`config.mk`:
```
export PLATFORM = sky130hd
export DESIGN_NAME = bp_resolve_ctrl
export DESIGN_NICKNAME = d
export VERILOG_FILES = /design/src/rtl/bp_resolve_ctrl.sv
export SDC_FILE = /design/constraint.sdc
export NUM_CORES = 1
export LEC_CHECK = 0
export ABC_CLOCK_PERIOD_IN_PS = 5200
export BUFFER_PORTS_ARGS = -buffer_cell sky130_fd_sc_hd__buf_4
export CAP_MARGIN = 40
export CORE_UTILIZATION = 50
export DETAILED_ROUTE_END_ITERATION = 12
export HOLD_SLACK_MARGIN = 0.06
export PLACE_DENSITY_LB_ADDON = 0.25
export SLEW_MARGIN = 40
export SYNTH_ARGS = -nofsm -noshare
export SYNTH_HDL_FRONTEND = slang
export SYNTH_SLANG_ARGS = --single-unit
```
`constraint.sdc`:
```
create_clock -name clk -period 5.2 [get_ports clk]
set_clock_uncertainty 0.15 [all_clocks]
set_input_delay 0.26 -clock clk [delete_from_list [all_inputs] [get_ports clk]]
set_output_delay 0.26 -clock clk [all_outputs]
set_load 0.01 [all_outputs]
```
`src/rtl/bp_resolve_ctrl.sv`:
```
// Branch predictor resolution controller: in-flight prediction queue,
// EX-stage resolution, predictor training, flush/redirect and statistics.
module bp_resolve_ctrl #(
  parameter int DEPTH        = 4,
  parameter int FLUSH_CYCLES = 2,
  parameter int CNT_W        = 32
) (
  input  logic             clk,
  input  logic             reset,
  input  logic             stall,
  input  logic             if_valid,
  input  logic [31:0]      if_pc,
  input  logic [31:0]      if_pred_pc,
  input  logic             ex_valid,
  input  logic             ex_is_cf,
  input  logic             ex_taken,
  input  logic [31:0]      ex_target,
  output logic             fetch_hold,
  output logic             bp_update,
  output logic             bp_outcome,
  output logic [31:0]      bp_pc_to_update,
  output logic [31:0]      bp_branch_target,
  output logic             flush,
  output logic             redirect_valid,
  output logic [31:0]      redirect_pc,
  output logic             q_underflow,
  output logic [CNT_W-1:0] branch_count,
  output logic [CNT_W-1:0] mispredict_count
);

  localparam int AW = $clog2(DEPTH);
  localparam int FW = $clog2(FLUSH_CYCLES) + 1;
  localparam logic [AW:0]   PTR_ONE    = 1;
  localparam logic [FW-1:0] FLUSH_INIT = FW'(FLUSH_CYCLES - 1);

  localparam logic [0:0] S_RUN   = 1'b0;
  localparam logic [0:0] S_FLUSH = 1'b1;

  logic [0:0]    state;
  logic [FW-1:0] fcnt;
  logic [AW:0]   wr_ptr;
  logic [AW:0]   rd_ptr;
  logic [31:0]   pc_q   [DEPTH];
  logic [31:0]   pred_q [DEPTH];

  logic        run;
  logic        empty;
  logic        full;
  logic        pop;
  logic        push;
  logic        mispredict;
  logic [31:0] head_pc;
  logic [31:0] head_pred;
  logic [31:0] actual_next;

  assign run   = (state == S_RUN);
  assign empty = (wr_ptr == rd_ptr);
  assign full  = (wr_ptr[AW] != rd_ptr[AW]) &&
                 (wr_ptr[AW-1:0] == rd_ptr[AW-1:0]);

  assign fetch_hold = run && full;

  assign pop  = run && ex_valid && !stall && !empty;
  assign push = run && if_valid && !stall && (!full || pop);

  assign head_pc     = pc_q[rd_ptr[AW-1:0]];
  assign head_pred   = pred_q[rd_ptr[AW-1:0]];
  assign actual_next = (ex_is_cf && ex_taken) ? ex_target
                                              : head_pc + 32'd4;
  // A non-cf instruction predicted taken also lands here.
  assign mispredict  = pop && (actual_next != head_pred);

  always_ff @(posedge clk) begin
    if (push) begin
      pc_q[wr_ptr[AW-1:0]]   <= if_pc;
      pred_q[wr_ptr[AW-1:0]] <= if_pred_pc;
    end
  end

  always_ff @(posedge clk) begin
    if (reset) begin
      state  <= S_RUN;
      fcnt   <= '0;
      wr_ptr <= '0;
      rd_ptr <= '0;
    end else if (!run) begin
      if (fcnt == '0) state <= S_RUN;
      else            fcnt  <= fcnt - 1'b1;
    end else if (mispredict) begin
      // Everything younger is wrong-path, including a same-cycle push.
      state  <= S_FLUSH;
      fcnt   <= FLUSH_INIT;
      wr_ptr <= '0;
      rd_ptr <= '0;
    end else begin
      if (push) wr_ptr <= wr_ptr + PTR_ONE;
      if (pop)  rd_ptr <= rd_ptr + PTR_ONE;
    end
  end

  always_ff @(posedge clk) begin
    if (reset) begin
      bp_update        <= 1'b0;
      bp_outcome       <= 1'b0;
      bp_pc_to_update  <= '0;
      bp_branch_target <= '0;
      flush            <= 1'b0;
      redirect_valid   <= 1'b0;
      redirect_pc      <= '0;
      q_underflow      <= 1'b0;
      branch_count     <= '0;
      mispredict_count <= '0;
    end else begin
      bp_update      <= pop && ex_is_cf;
      flush          <= mispredict;
      redirect_valid <= mispredict;
      if (pop && ex_is_cf) begin
        bp_outcome       <= ex_taken;
        bp_pc_to_update  <= head_pc;
        bp_branch_target <= ex_target;
        if (!(&branch_count))
          branch_count <= branch_count + 1'b1;
      end
      if (mispredict) begin
        redirect_pc <= actual_next;
        if (!(&mispredict_count))
          mispredict_count <= mispredict_count + 1'b1;
      end
      if (run && ex_valid && !stall && empty)
        q_underflow <= 1'b1;
    end
  end

endmodule
```
# ---- Yosys cells after proc, flatten, opt, wreduce, memory -nomap -nowiden
# Memories as Yosys holds them, arrays and structs flattened. A register that Yosys moved wholly into a read port is not among the register bits.
# Index checks and enable logic that the tools add are counted.
dict set report word_totals {
  regBits 173
  mem_bits_rw 256
  inputBits 103
  out_inout_bits 166
  wordCells 73
  mem_count 2
}
# name depth width read_ports rd_clocked_by_memory_dff wr line
set mem_list {}
lappend mem_list {pc_q 4 32 1 1 1 43} ;# logic [31:0] pc_q [DEPTH];
lappend mem_list {pred_q 4 32 1 1 1 44} ;# logic [31:0] pred_q [DEPTH];
dict set report op_classes {
  addsub 6
  n_eq_ne 5
  mux 17
  n_bitwise 3
  reduce_logical 27
}
# operator count
set ops {}
lappend ops {{$add 32x1->32 const B} 2}
lappend ops {{$reduce_and 32->1} 2}
lappend ops {{$add 32x3->32 const B} 1}
lappend ops {{$mux 32} 1}
lappend ops {{$ne 32x32->1} 1}
lappend ops {{$mux 2} 7}
lappend ops {{$logic_and 1x1->1} 12}
lappend ops {{$mux 3} 4}
lappend ops {{$reduce_and 2->1} 5}
lappend ops {{$add 3x1->3 const B} 2}
lappend ops {{$reduce_bool 2->1} 3}
lappend ops {{$mux 1} 5}
lappend ops {{$eq 3x3->1} 1}
lappend ops {{$logic_not 1->1} 3}
lappend ops {{$not 1->1} 3}
lappend ops {{$eq 2x2->1} 1}
lappend ops {{$logic_not 2->1} 1}
lappend ops {{$ne 2x2->1 const B} 1}
lappend ops {{$sub 2x1->2 const B} 1}
lappend ops {{$logic_or 1x1->1} 1}
lappend ops {{$ne 1x1->1} 1}

# ---- Logic depth before layout (Yosys ltp)
dict set report depth {
  word_depth 9
  ltp_mapped 19
  mapped_depth_nobuf 12
}

# ---- Least setup slack after synthesis
# Ideal clock, no wire load.
dict set report synth_path {
  kind {reg2reg}
  from {reg (tool-made name)}
  to {reg redirect_pc[25]}
  setup_time_ps 116
  arrival_time_ps 3963
  required_ps 4934
  setup_slack_ps 971
  stages_incl_launch_ff 17
  n_path_buf 4
  period_less_slack_ps 4229
  cell_sequence {dfxtp_1 buf_6 mux4_2 ha_1 or2b_1 o22a_1 nor4_4 o32ai_1 a2111o_1 or4_1 nor4_2 and4_1 buf_6 buf_12 buf_8 a2111oi_0 a31o_2}
}
# item line
set synth_lines {}
lappend synth_lines {{to (signal assigned)} 125} ;# redirect_pc <= actual_next;
lappend synth_lines {{to (decl)} 25} ;# output logic [31:0] redirect_pc,

==> results.yml <==
global_route:
  grt_max_degree: 96
  antenna_found_initial: 1
  grt_pass1_vias: 13900
  grt_usage: 0.279
  overflow: 0
  grt_pass1_wl_um: 82000
clock_tree:
  cts_root_buf: "clkbuf_16"
  clockBufferDepth: 3
  numCtsBuffers: 46
  path_clk_slew_ps: 60
  cts_tree: "yes"
  clk-insertion-delay-late_ps: 570
  htreeDepth: 2
  post_cts_buffers: 0
  cts_sinks: 431
detailed_routing:
  drt_iter0_markers: 1013
  wire_per_inst_um: 21.8
  drcViolationCount: 0
  finalWirelength_um: 54400
  dr.pass1.iters: 5
  vias: 14400
  ant_nets: 0
  via_per_inst: 5.77
job:
  drv_cap: 0
setup_path:
  arrival_ps: 5240
  cp_slowest_cell: "and4_2"
  path_cells: "mux4_2, ha_1, or2b_1, o22a_1, nor4_4, buf_4, nand4_1, xnor2_1, a311o_1, a2111oi_0, and4_2, buf_4, nor3_1, mux2_1"
  cp-start-kind: "flip-flop"
  crit_path_max_incr_delay_ps: 570
  critical_path_class: "reg -> reg"
  path_buf_inv: 2
  path_max_fanout: 14
  worstSetupEndpointType: "flip-flop"
  crit_family: "simple AND/OR/NAND/NOR gates"
  required_ps: 5490
  critPathMostFrequentCell: "buf_4"
yosys:
  async_reset_ff_frac: 0
  avgSynthCellArea_um2: 12.0
  synth_top_cell_by_area: "edfxtp_1"
  yosysWarningCount: 0
  ys_seq_area_frac: 0.588
  ys_top_cells_by_count: "edfxtp_1, nand2_1, dfxtp_1"
  synth_edf_count: 256
  ys_seq_elements: 431
  synth.most_common_cell: "edfxtp_1"
  synthCells: 1580
  ys_types: 74
  synth_top_flop_cell: "edfxtp_1"
  synth_fp_nets: 1692
  synth_area_mm2: 0.0190
  synth_top_cell_area_share: 0.404
  yosys-top-cells-area: "edfxtp_1, dfxtp_1, mux4_2"
sta:
  rsz0062_at_grt: "false"
  period_needed_ps: 4950
  relSlewSlack: 0.445
  finalCritPeriodShare: 0.952
  setup_tns_ps: 0
  max_freq_ghz: 0.202
  setup_ws_ps: 249
  tightest_slew_ps: 832
  hold_ws_ps: 97.7
  final_max_slew_viol_count: 0
  finalHoldViolations: 0
  setup-violations-final: 0
placement:
  post-place-ws_ps: 269
  routabilityCongestion: 0.952
  dpl.hpwl_um: 36600
  dp_cells: 2309
  io_buffers: 268
run_status:
  status: "finished clean"
pwr:
  switching_share: 0.229
  finalPower_mw: 7.92
  ir_worst_vdd_mv: 0.309
  leakagePower_nw: 8.67
  p_per_area_mw_per_mm2: 327
  switchingPower_mw: 1.81
  p_clk_frac: 0.431
  power.internal_mw: 6.11
  p_comb_frac: 0.099
  seqPwrFrac: 0.470
finish:
  final_nets: 2062
  syn2layout_area_growth_pct: 27.4
  drive_gt1_frac: 0.245
  final_cells: 2499
floorplanning:
  die_w_um: 197
  pin_count: 269
  die_h_um: 197
  rows: 71
  core_area_mm2: 0.0376
  die_area_mm2: 0.0388
  initial_core_util: 0.506
worst_hold_path:
  min_path_type: "in -> reg"
==> metal layers <==
layer / track usage / routed length, µm / vias to the layer above
li1: - / - / 6636
met3: 0.0473 / 3810 / 89
met2: 0.454 / 26200 / 562
met4: 0.108 / 1760 / 0
met1: 0.377 / 22600 / 7123
met5: 0 / 0 / -
==> kinds of logic after synthesis <==
logic type                 share of synthesized area
and+or+nand+nor                                0.153
xor gates and xnor gates                      0.0438
DFF                                            0.588
AOI/OAI and AO/OA                             0.0774
adders and majority gates                    0.00592
muxes                                         0.0985
buffers and inverters                         0.0327
==> through the flow <==
| stage | cell area, µm² | util |
|---|---|---|
| global placement | 21600 | 0.574 |
| finish | 24200 | 0.645 |
| global route | 24200 | 0.645 |
| floorplan | 19000 | - |
| CTS | 24200 | 0.645 |
| detailed placement | 21600 | 0.575 |
==> area by class of cell <==
cell class | count | area (µm²)
fillers | 2819 | 13300
flip-flops and latches | 431 | 11200
well taps | 511 | 639
inverters | 12 | 45.0
clock inverters | 17 | 223
clock buffers | 68 | 1380
multi-input cells | 1038 | 7250
diodes | 1 | 2.50
repair buffers | 421 | 3510
==> flip-flops by register name, indices dropped and copies added (netlist names), named ones only <==
| register | count |
|---|---|
| q_underflow | 1 |
| rd_ptr | 3 |
| bp_pc_to_update | 32 |
| wr_ptr | 3 |
| mispredict_count | 32 |
| bp_branch_target | 32 |
| fcnt | 2 |
| pc_q | 128 |
| state | 1 |
| bp_update | 1 |
| branch_count | 32 |
| redirect_pc | 32 |
| redirect_valid | 1 |
| pred_q | 128 |
| bp_outcome | 1 |
==> what timing repair did <==
| action | CTS | global route |
|---|---|---|
| endpoints found under the setup margin | 0 | 1 |
| hold buffers | 104 | 0 |
| hold endpoints to repair | 357 | 0 |
| gates resized for setup | 0 | 1 |
==> cells in the final DEF, fill, tap and decap left out, drive strengths merged, types with 20 or more instances in the layout <==
cell type,Yosys,routed
clkbuf,58,68
nor3,31,31
a21oi,109,109
mux2,20,20
edfxtp,256,256
nand2,211,211
mux4,64,64
xor2,43,43
o21ai,53,53
dfxtp,175,175
nor2,110,110
dlygate4sd3,0,104
nor2b,24,24
xnor2,47,47
nand4,49,49
nand3,58,58
buf,39,317
==> worst min-delay path: stages <==
cell	delay, ps
buf_4	120
nor3b_1	180
a21oi_1	150
nor2_1	40
==> power groups by stage <==
stage,clock network (mW),logic (mW),registers (mW)
floorplan,0,0.400,3.80
global placement,0,0.701,3.79
detailed placement,0,0.709,3.79
CTS,3.46,0.774,3.72
global route,3.61,0.835,3.73
finish,3.42,0.783,3.72
==> path summary, 6_finish.rpt <==
kind,startpoint,endpoint,slack [ps],cells past startpoint
worst max-delay path,flip-flop,mispredict_count[15],250,14
worst min-delay path,ex_valid,q_underflow,100,4
worst max register to register,flip-flop,mispredict_count[15],250,14
worst min register to register,bp_branch_target[15],bp_branch_target[15],300,2
(Power assumes the default switching activity.)
